`src/rtl/micro_pkg.sv`:
```
// rtl/micro_pkg.sv - shared types and constants for the microwave controller
//
// Purpose: state encoding, power-level constants and BCD digit width shared
// by microwave_ctrl and bcd_down_counter.
// Ports: none (package).

package micro_pkg;

  typedef enum logic [1:0] {
    ST_IDLE  = 2'd0,
    ST_COOK  = 2'd1,
    ST_PAUSE = 2'd2,
    ST_DONE  = 2'd3
  } state_t;

  localparam int POWER_MAX    = 10;
  localparam int POWER_PHASES = 10;
  localparam int BCD_W        = 4;

  // Out-of-range requests (0 or above the maximum) mean full power.
  function automatic logic [3:0] clamp_power(input logic [3:0] lvl);
    if (lvl == 4'd0 || lvl > 4'(POWER_MAX)) begin
      return 4'(POWER_MAX);
    end
    return lvl;
  endfunction

endpackage

```
`src/rtl/bcd_down_counter.sv`:
```
// rtl/bcd_down_counter.sv - packed BCD time register with shift-in and minute/second borrow
//
// Purpose: holds the cooking time as DIGITS packed BCD digits (digit 0 = sec
// ones, digit 1 = sec tens, digits 2+ = minutes). Decrement borrows 0->9 on
// every digit except sec tens, which borrows 0->5.
// Ports:
//   clock, clearn       clock and asynchronous active-low reset
//   load, load_val      parallel load (priority below clear)
//   shift, shift_digit  shift time up one digit, new digit into digit 0
//   clear               synchronous clear to zero (highest priority)
//   dec                 decrement by one second
//   bcd                 current packed BCD value
//   is_zero             bcd == 0

module bcd_down_counter
  import micro_pkg::*;
#(
  parameter int DIGITS = 4
) (
  input  logic                      clock,
  input  logic                      clearn,
  input  logic                      load,
  input  logic [BCD_W*DIGITS-1:0]   load_val,
  input  logic [3:0]                shift_digit,
  input  logic                      shift,
  input  logic                      clear,
  input  logic                      dec,
  output logic [BCD_W*DIGITS-1:0]   bcd,
  output logic                      is_zero
);

  logic [BCD_W*DIGITS-1:0] dec_val;
  logic                    borrow;

  // Ripple borrow from digit 0 upward; a digit only changes while the borrow
  // is still propagating into it. Entered sec tens above 5 simply count down
  // in decimal because only a zero digit takes the base-6 wrap.
  always_comb begin
    dec_val = bcd;
    borrow  = 1'b1;
    for (int i = 0; i < DIGITS; i++) begin
      if (borrow) begin
        if (bcd[i*BCD_W +: BCD_W] == 4'd0) begin
          dec_val[i*BCD_W +: BCD_W] = (i == 1) ? 4'd5 : 4'd9;
        end else begin
          dec_val[i*BCD_W +: BCD_W] = bcd[i*BCD_W +: BCD_W] - 4'd1;
          borrow = 1'b0;
        end
      end
    end
  end

  always_ff @(posedge clock or negedge clearn) begin
    if (!clearn) begin
      bcd <= '0;
    end else if (clear) begin
      bcd <= '0;
    end else if (load) begin
      bcd <= load_val;
    end else if (shift) begin
      bcd <= {bcd[BCD_W*(DIGITS-1)-1:0], shift_digit};
    end else if (dec) begin
      bcd <= dec_val;
    end
  end

  assign is_zero = (bcd == '0);

endmodule

```
`src/rtl/microwave_ctrl.sv`:
```
// rtl/microwave_ctrl.sv - microwave cooking controller: keypad entry, start/stop/door FSM, countdown, power duty cycle
//
// Purpose: top level holding the IDLE/COOK/PAUSE/DONE FSM, button edge
// detectors, the seconds prescaler and (optionally) the power phase counter.
// Optional feature macro: MICROWAVE_POWER_LEVEL_EN enables duty-cycled power
// levels; without it the magnetron is fully on whenever cooking.
// Ports:
//   clock, clearn            clock and asynchronous active-low reset
//   startn, stopn            active-low buttons, act on falling edge
//   door_closed              1 = door closed
//   key_valid, key_digit     keypad strobe and digit (values > 9 ignored)
//   power_set, power_level   power strobe and level 1..10
//   time_bcd                 packed BCD time, digit 0 = sec ones
//   mag_on                   magnetron enable (door term combinational)
//   done                     high while in DONE
//   state                    0 IDLE, 1 COOK, 2 PAUSE, 3 DONE

module microwave_ctrl
  import micro_pkg::*;
#(
  parameter int DIGITS      = 4,
  parameter int CLK_PER_SEC = 10,
  parameter int BEEP_CYCLES = 4
) (
  input  logic                    clock,
  input  logic                    clearn,
  input  logic                    startn,
  input  logic                    stopn,
  input  logic                    door_closed,
  input  logic                    key_valid,
  input  logic [3:0]              key_digit,
  input  logic                    power_set,
  input  logic [3:0]              power_level,
  output logic [BCD_W*DIGITS-1:0] time_bcd,
  output logic                    mag_on,
  output logic                    done,
  output logic [1:0]              state
);

  localparam logic [1:0] S_IDLE  = ST_IDLE;
  localparam logic [1:0] S_COOK  = ST_COOK;
  localparam logic [1:0] S_PAUSE = ST_PAUSE;
  localparam logic [1:0] S_DONE  = ST_DONE;

  localparam int PW = $clog2(CLK_PER_SEC);
  localparam int BW = $clog2(BEEP_CYCLES + 1);

  logic [1:0]    st_q, st_d;
  logic          start_q, stop_q;
  logic          start_edge, stop_edge;
  logic [PW-1:0] presc_q, presc_d;
  logic [BW-1:0] beep_q, beep_d;
  logic          cnt_clear, cnt_shift, cnt_dec;
  logic          is_zero, time_is_one, presc_wrap, power_gate;

  assign start_edge  = start_q & ~startn;
  assign stop_edge   = stop_q & ~stopn;
  assign presc_wrap  = (presc_q == PW'(CLK_PER_SEC - 1));
  // The next decrement reaches zero exactly when only sec ones is 1.
  assign time_is_one = (time_bcd == (BCD_W*DIGITS)'(1));

  bcd_down_counter #(
    .DIGITS (DIGITS)
  ) u_time (
    .clock       (clock),
    .clearn      (clearn),
    .load        (1'b0),
    .load_val    ('0),
    .shift_digit (key_digit),
    .shift       (cnt_shift),
    .clear       (cnt_clear),
    .dec         (cnt_dec),
    .bcd         (time_bcd),
    .is_zero     (is_zero)
  );

  // Stop is checked first in every state so it beats a simultaneous start;
  // door-open is checked before the prescaler so it beats a decrement.
  always_comb begin
    st_d      = st_q;
    presc_d   = presc_q;
    beep_d    = beep_q;
    cnt_clear = 1'b0;
    cnt_shift = 1'b0;
    cnt_dec   = 1'b0;
    case (st_q)
      S_IDLE: begin
        if (stop_edge) begin
          cnt_clear = 1'b1;
        end else if (start_edge && door_closed && !is_zero) begin
          st_d    = S_COOK;
          presc_d = '0;
        end else if (key_valid && key_digit <= 4'd9) begin
          cnt_shift = 1'b1;
        end
      end
      S_COOK: begin
        if (stop_edge || !door_closed) begin
          st_d = S_PAUSE;
        end else if (presc_wrap) begin
          presc_d = '0;
          cnt_dec = 1'b1;
          if (time_is_one) begin
            st_d   = S_DONE;
            beep_d = '0;
          end
        end else begin
          presc_d = presc_q + PW'(1);
        end
      end
      S_PAUSE: begin
        if (stop_edge) begin
          st_d      = S_IDLE;
          cnt_clear = 1'b1;
        end else if (start_edge && door_closed) begin
          st_d = S_COOK;
        end
      end
      default: begin
        if (stop_edge || beep_q == BW'(BEEP_CYCLES - 1)) begin
          st_d = S_IDLE;
        end else begin
          beep_d = beep_q + BW'(1);
        end
      end
    endcase
  end

  always_ff @(posedge clock or negedge clearn) begin
    if (!clearn) begin
      st_q    <= S_IDLE;
      start_q <= 1'b1;
      stop_q  <= 1'b1;
      presc_q <= '0;
      beep_q  <= '0;
    end else begin
      st_q    <= st_d;
      start_q <= startn;
      stop_q  <= stopn;
      presc_q <= presc_d;
      beep_q  <= beep_d;
    end
  end

`ifdef MICROWAVE_POWER_LEVEL_EN
  logic [3:0] power_q;
  logic [3:0] phase_q;

  // Phase runs every clock while cooking, holds in PAUSE, and restarts only
  // on a fresh cook from IDLE so a resume keeps the duty pattern aligned.
  always_ff @(posedge clock or negedge clearn) begin
    if (!clearn) begin
      power_q <= 4'(POWER_MAX);
      phase_q <= '0;
    end else begin
      if (st_q == S_IDLE && power_set) begin
        power_q <= clamp_power(power_level);
      end
      if (st_q == S_IDLE && st_d == S_COOK) begin
        phase_q <= '0;
      end else if (st_q == S_COOK) begin
        phase_q <= (phase_q == 4'(POWER_PHASES - 1)) ? 4'd0 : phase_q + 4'd1;
      end
    end
  end

  assign power_gate = (phase_q < power_q);
`else
  logic unused_power;
  assign unused_power = ^{power_set, power_level};
  assign power_gate   = 1'b1;
`endif

  assign mag_on = (st_q == S_COOK) & power_gate & door_closed;
  assign done   = (st_q == S_DONE);
  assign state  = st_q;

endmodule

```
`config.mk`:
```
export PLATFORM = sky130hd
export DESIGN_NAME = microwave_ctrl
export DESIGN_NICKNAME = d
export VERILOG_FILES = /design/src/rtl/micro_pkg.sv /design/src/rtl/bcd_down_counter.sv /design/src/rtl/microwave_ctrl.sv
export SDC_FILE = /design/constraint.sdc
export NUM_CORES = 1
export LEC_CHECK = 0
export ABC_CLOCK_PERIOD_IN_PS = 2000
export CORE_UTILIZATION = 35
export DETAILED_ROUTE_END_ITERATION = 6
export SLEW_MARGIN = 40
export SYNTH_ARGS = -nofsm -noshare
export SYNTH_HDL_FRONTEND = slang
export SYNTH_SLANG_ARGS = --single-unit
export TNS_END_PERCENT = 10
```
`constraint.sdc`:
```
create_clock -name clock -period 2 [get_ports clock]
set_input_delay 0.5 -clock clock [delete_from_list [all_inputs] [get_ports clock]]
set_output_delay 0.5 -clock clock [all_outputs]
set_load 0.005 [all_outputs]
```
# [Yosys cells after proc, flatten, opt, wreduce, memory -nomap -nowiden]
# Index checks and enable logic that the tools add are counted.
[classes] bitwise_logic=6 mux=43 n_addsub=6 n_lt_le_gt_ge=1 n_reduce_logical=26 eq_ne=15
[ops] cell="2-to-1 mux 16 bit" n=3
[ops] cell="2-to-1 mux 4 bit" n=11
[ops] cell="== test 16 x 1 -> 1 bit (second input constant)" n=1
[ops] cell="logical NOT 16 bit" n=1
[ops] cell="logical NOT 4 bit" n=4
[ops] cell="2-to-1 mux 2 bit" n=8
[ops] cell="subtractor 4 x 1 -> 4 bit (second input constant)" n=4
[ops] cell="2-to-1 mux 1 bit" n=14
[ops] cell="2-to-1 mux 3 bit" n=4
[ops] cell="nonzero test 3 bit" n=4
[ops] cell="!= test 2 bit (second input constant)" n=5
[ops] cell="!= test 3 bit (second input constant)" n=3
[ops] cell="one-hot mux 4 bit (2 select lines)" n=1
[ops] cell="one-hot mux 2 bit (3 select lines)" n=1
[ops] cell="one-hot mux 3 bit (2 select lines)" n=1
[ops] cell="AND reduction 2 bit" n=3
[ops] cell="AND reduction 6 bit" n=1
[ops] cell="AND reduction 5 bit" n=1
[ops] cell="adder 4 x 1 -> 4 bit (second input constant)" n=1
[ops] cell="== test 2 bit (second input constant)" n=2
[ops] cell="== test 4 bit (second input constant)" n=1
[ops] cell="less-or-equal comparator 4 bit (second input constant)" n=1
[ops] cell="AND reduction 4 bit" n=1
[ops] cell="nonzero test 4 bit" n=1
[ops] cell="12 further kinds" n=20
[totals] ff_bits=27 out_inout_bits=20 word_cells=106 input_bits=15

# [Longest topological paths before layout]
[logic_depth] ltp_word=9 depth_mapped=8 depth_no_buf=7

# [Cells and area by module]
# From an unflattened synthesis, not the netlist that was laid out.
[hier_totals] cells_unflattened=213 hier_area_um2=1846.8
[modules_own_cells] mod="bcd_down_counter" cells_per_inst=138 instances=1 seq_area_each_um2=400.4 area_each_um2=1159.9
[modules_own_cells] mod="microwave_ctrl" cells_per_inst=75 instances=1 seq_area_each_um2=277.8 area_each_um2=686.9

# [Least setup slack after synthesis]
# OpenSTA, ideal clock, no wires.
[synth_path] kind="reg-to-reg" startpoint="register u_time.bcd[8]" endpoint="register st_q[0] (netlist: state[0])" path_buffers=0 arrival_ns=1.990 t_required_ns=1.875 period_less_slack_ns=2.115 stages_incl_launch_ff=6 setup_ns=0.125 path_slack_ns=-0.115 path_cell_list="dfrtp_1 > or4_4 > nor3_4 > a41oi_1 > a211oi_2 > mux2_2"
[synth_via] elab_chain_cells=5 word_cells_on_any_way=7 classes_between="eq/ne (3); reduce/logical (4)"
[synth_lines] item="from (decl)" line_no="bcd_down_counter.sv:28" text="output logic [BCD_W*DIGITS-1:0] bcd,"
[synth_lines] item="from (signal assigned)" line_no="bcd_down_counter.sv:59" text="bcd <= load_val;"
[synth_lines] item="from (signal assigned)" line_no="bcd_down_counter.sv:61" text="bcd <= {bcd[BCD_W*(DIGITS-1)-1:0], shift_digit};"
[synth_lines] item="from (signal assigned)" line_no="bcd_down_counter.sv:63" text="bcd <= dec_val;"
[synth_lines] item="logical NOT 16 bit" line_no="bcd_down_counter.sv:67" text="assign is_zero = (bcd == '0);"
[synth_lines] item="logical NOT 1 bit" line_no="microwave_ctrl.sv:90" text="end else if (start_edge && door_closed && !is_zero) begin"
[synth_lines] item="logical AND 1 bit" line_no="microwave_ctrl.sv:90"
[synth_lines] item="!= test 2 bit (no line)"
[synth_lines] item="AND reduction 6 bit (no line) *"
[synth_lines] item="to (signal assigned)" line_no="microwave_ctrl.sv:137" text="st_q <= st_d;"
[synth_lines] item="to (decl)" line_no="microwave_ctrl.sv:48" text="logic [1:0] st_q, st_d;"
# Mark *: on every way between the ends. The rest lies on a longest branch, timed or not.
# A chain may end at the register's enable or synchronous reset.

# [Final worst setup path]
[layout_path] startpoint="register u_time.bcd[10]" endpoint="register st_q[0] (netlist: state[0])"
# Same word-level chain as after synthesis.

==> impl_metrics.ini <==
[timing]
finalSetupViolCount = 5
finClkSkew_ps = 2.12
timing.final.crit_share_pct = 105
fmax_mhz = 477
fin_crit_ps = 2100
tightest_slew_ps = 450
slew_viol_final = 0
finalHoldViolCount = 0
relSlewSlack_pct = 69.9
rsz0062_at_grt = yes
setup_tns_ps = -239
layout_setup_ws_ps = -98.0

[synth]
yosys-top-cells-count = 25 x dfrtp_1, 16 x nor3_1, 13 x nor2_1
synth.distinct_cells = 49
syn_nets = 192
synth_flop_cell = dfrtp_1
syn_area_per_cell_um2 = 9.91
synth_area_um2 = 1710
synth-async-reset-ratio_pct = 100
yosysTopAreaCell = dfrtp_1
synth_area_leaders = dfrtp_1 36%, a211oi_2 6.6%, nor3_1 4.7%
synthCells = 173
yosysWarnings = 0
synth.most_common_cell = dfrtp_1
synth_enable_flop_cells = 0
synth-seq-cells = 27
yosysTopAreaCellShare_pct = 36.5
synth_seq_area_share_pct = 39.6

[worst_setup_path]
worstPathArrival_ps = 2270
crit_path_start_kind = flop
path_cells = or4_4, nor3_4, buf_6, a41oi_2, a211oi_2, mux2_4
critPathMaxFanout = 5
cpMaxStageDelayCell = or4_4
cpPeakStageDelay_ps = 570
reg2reg_to = state[0]$_DFFE_PN0P_
reg2reg_depth = 6
r2r_setup_slack_ps = -100
path_class = flop to flop
endpoint_kind = flop
reg2reg_from = u_time.bcd[10]$_DFFE_PN0P_
cp.required_ps = 2170

[global_routing]
gr-usage-all-layers_pct = 17.8
antenna_found_initial = 0
grt_pass1_vias = 1529
grt_max_degree = 28
overflow = 0
grt_pass1_wl_um = 7200

[clock_network]
htreeDepth = 1
tritoncts = done
max-clock-path-buffers = 2
cts_made_buffers = 3
clock_latency_ps = 280
cts_sinks = 27
cts_root_buf = clkbuf_8
clkSlewWorstSetupHoldPaths_ps = 90
postCtsHoldBufs = 0

[route]
ant_nets = 0
routed_wl_um = 4490
viasPerCell = 5.19
route.detailed.drc = 2
maxUsedRoutingLayer = met4
first_iter_violations = 131
dr_wl_met2_um = 2130
dr.pass1.iters = 6
wl_per_cell_um = 14.1
met3_wirelength_um = 121
met1_length_um = 2150
vias = 1649

[cells_and_area]
finalNetCount = 271
diodes = 0
final_layout_size_suffix_gt1_share_pct = 40.2
syn_to_final_growth_pct = 53.3

[pwr]
peakVddDrop_uv = 598
power_density_nw_per_um2 = 1320
p_leak_nw = 1.14
report.power.total_w = 0.00346

[min_path]
min_path_type = flop to flop
min_path_cells = 2
hold_path_end = beep_q[2]$_DFFE_PN0P_
min_from = beep_q[2]$_DFFE_PN0P_

[die]
row_count = 25
start_util_pct = 36.3
die_h_um = 72.0
die_w_um = 72.0
num_io_pins = 35
coreArea_um2 = 4720
dieArea_um2 = 5180

[place]
io_buffers = 29
place.gp.congestion = 0.823
hpwl_um = 3200

[status]
status = finished, violations left
violations = design-rule violations, negative setup slack

[flow_run]
drv_cap = 0
[sequential cells by signal (all words and copies together), names as in the netlist]
register / count
start_q: 1
presc_q: 4
beep_q: 3
u_time.bcd: 16
state: 2
stop_q: 1
[worst max path at each step]
| stage | slack (ps) | startpoint | endpoint | depth (start not counted) |
|---|---|---|---|---|
| final | -100 | u_time.bcd[10]$_DFFE_PN0P_ | state[0]$_DFFE_PN0P_ | 6 |
| after detailed placement | -350 | door_closed | u_time.bcd[5]$_DFFE_PN0P_ | 6 |
| after global placement | -330 | door_closed | u_time.bcd[5]$_DFFE_PN0P_ | 6 |
| after global routing | -160 | u_time.bcd[10]$_DFFE_PN0P_ | state[0]$_DFFE_PN0P_ | 6 |
| after floorplan | -20 | u_time.bcd[8]$_DFFE_PN0P_ | u_time.bcd[0]$_DFFE_PN0P_ | 6 |
| after CTS | -90 | u_time.bcd[10]$_DFFE_PN0P_ | state[0]$_DFFE_PN0P_ | 6 |
[layer usage]
metal | up-vias | GRT usage, %
li1 | 816 | -
met1 | 787 | 26.0
met2 | 37 | 26.1
met3 | 9 | 2.22
met4 | 0 | 8.28
met5 | - | 0
[power breakdown]
| part | internal (W) | switching, W |
|---|---|---|
| Combinational | 0.00122 | 0.00102 |
| Clock | 0.000140 | 0.000178 |
| Sequential | 0.000766 | 0.000137 |
[through the flow]
stage	utilization (%)	cells	setup WS, ps	cell area [um^2]	hold WS [ps]
4_1_cts	52.6	314	-89.1	2480	489
3_3_place_gp	50.8	309	-326	2400	462
3_5_place_dp	50.8	309	-349	2400	466
6_report	55.6	318	-98.0	2630	483
5_1_grt	55.6	318	-163	2630	547
2_1_floorplan	-	173	-24.0	1710	204
[cells in the final DEF (no fill, tap or decap), drive strengths merged, types with 2 or more instances in the layout]
cell	n
a211oi	13
a21oi	5
a311oi	2
a31oi	4
a41oi	2
and2	2
buf	53
clkbuf	3
clkdlybuf4s50	27
dfrtp	25
dfstp	2
ha	4
inv	7
mux2	4
mux2i	3
nand2	6
nand2b	3
nand3	4
nand3b	4
nand4	2
nand4b	2
nor2	13
nor2b	4
nor3	20
nor4	3
o21ai	6
o22ai	2
or3	2
or4	3
xnor2	3
xor2	3
[logic make-up (layout without fill, tap and decap cells)]
kind of cell    count (synthesis)  after routing  synth area share (%)
xor+xnor                        6              6                  3.07
fa+ha+maj                       4              4                  2.92
simple gates                   72             72                  25.5
compound gates                 42             42                  20.0
mux                             7              7                  4.38
buf+inv                        15             93                  4.53
flops                          27             27                  39.6
[layout make-up]
class	count	area (um^2)
Inverter	7	26.3
Clock inverter	1	5.00
Sequential cell	27	678
Tap cell	67	83.8
Timing Repair Buffer	82	698
Fill cell	448	2100
Multi-Input combinational cell	131	1090
Clock buffer	3	41.3
[worst max-delay path, delay by kind of cell (launching register included)]
kind | cells | cell delay, ps
mux | 1 | 330
compound gates | 2 | 360
flops | 1 | 390
simple gates | 2 | 770
buf+inv | 1 | 150
[timing repair]
item | CTS | global route
gates cloned | 0 | 1
gates resized for setup | 8 | 22
setup endpoints to repair | 13 | 25
setup buffers | 1 | 3
pin swaps | 3 | 5
Power figures use the tool's default switching activity.
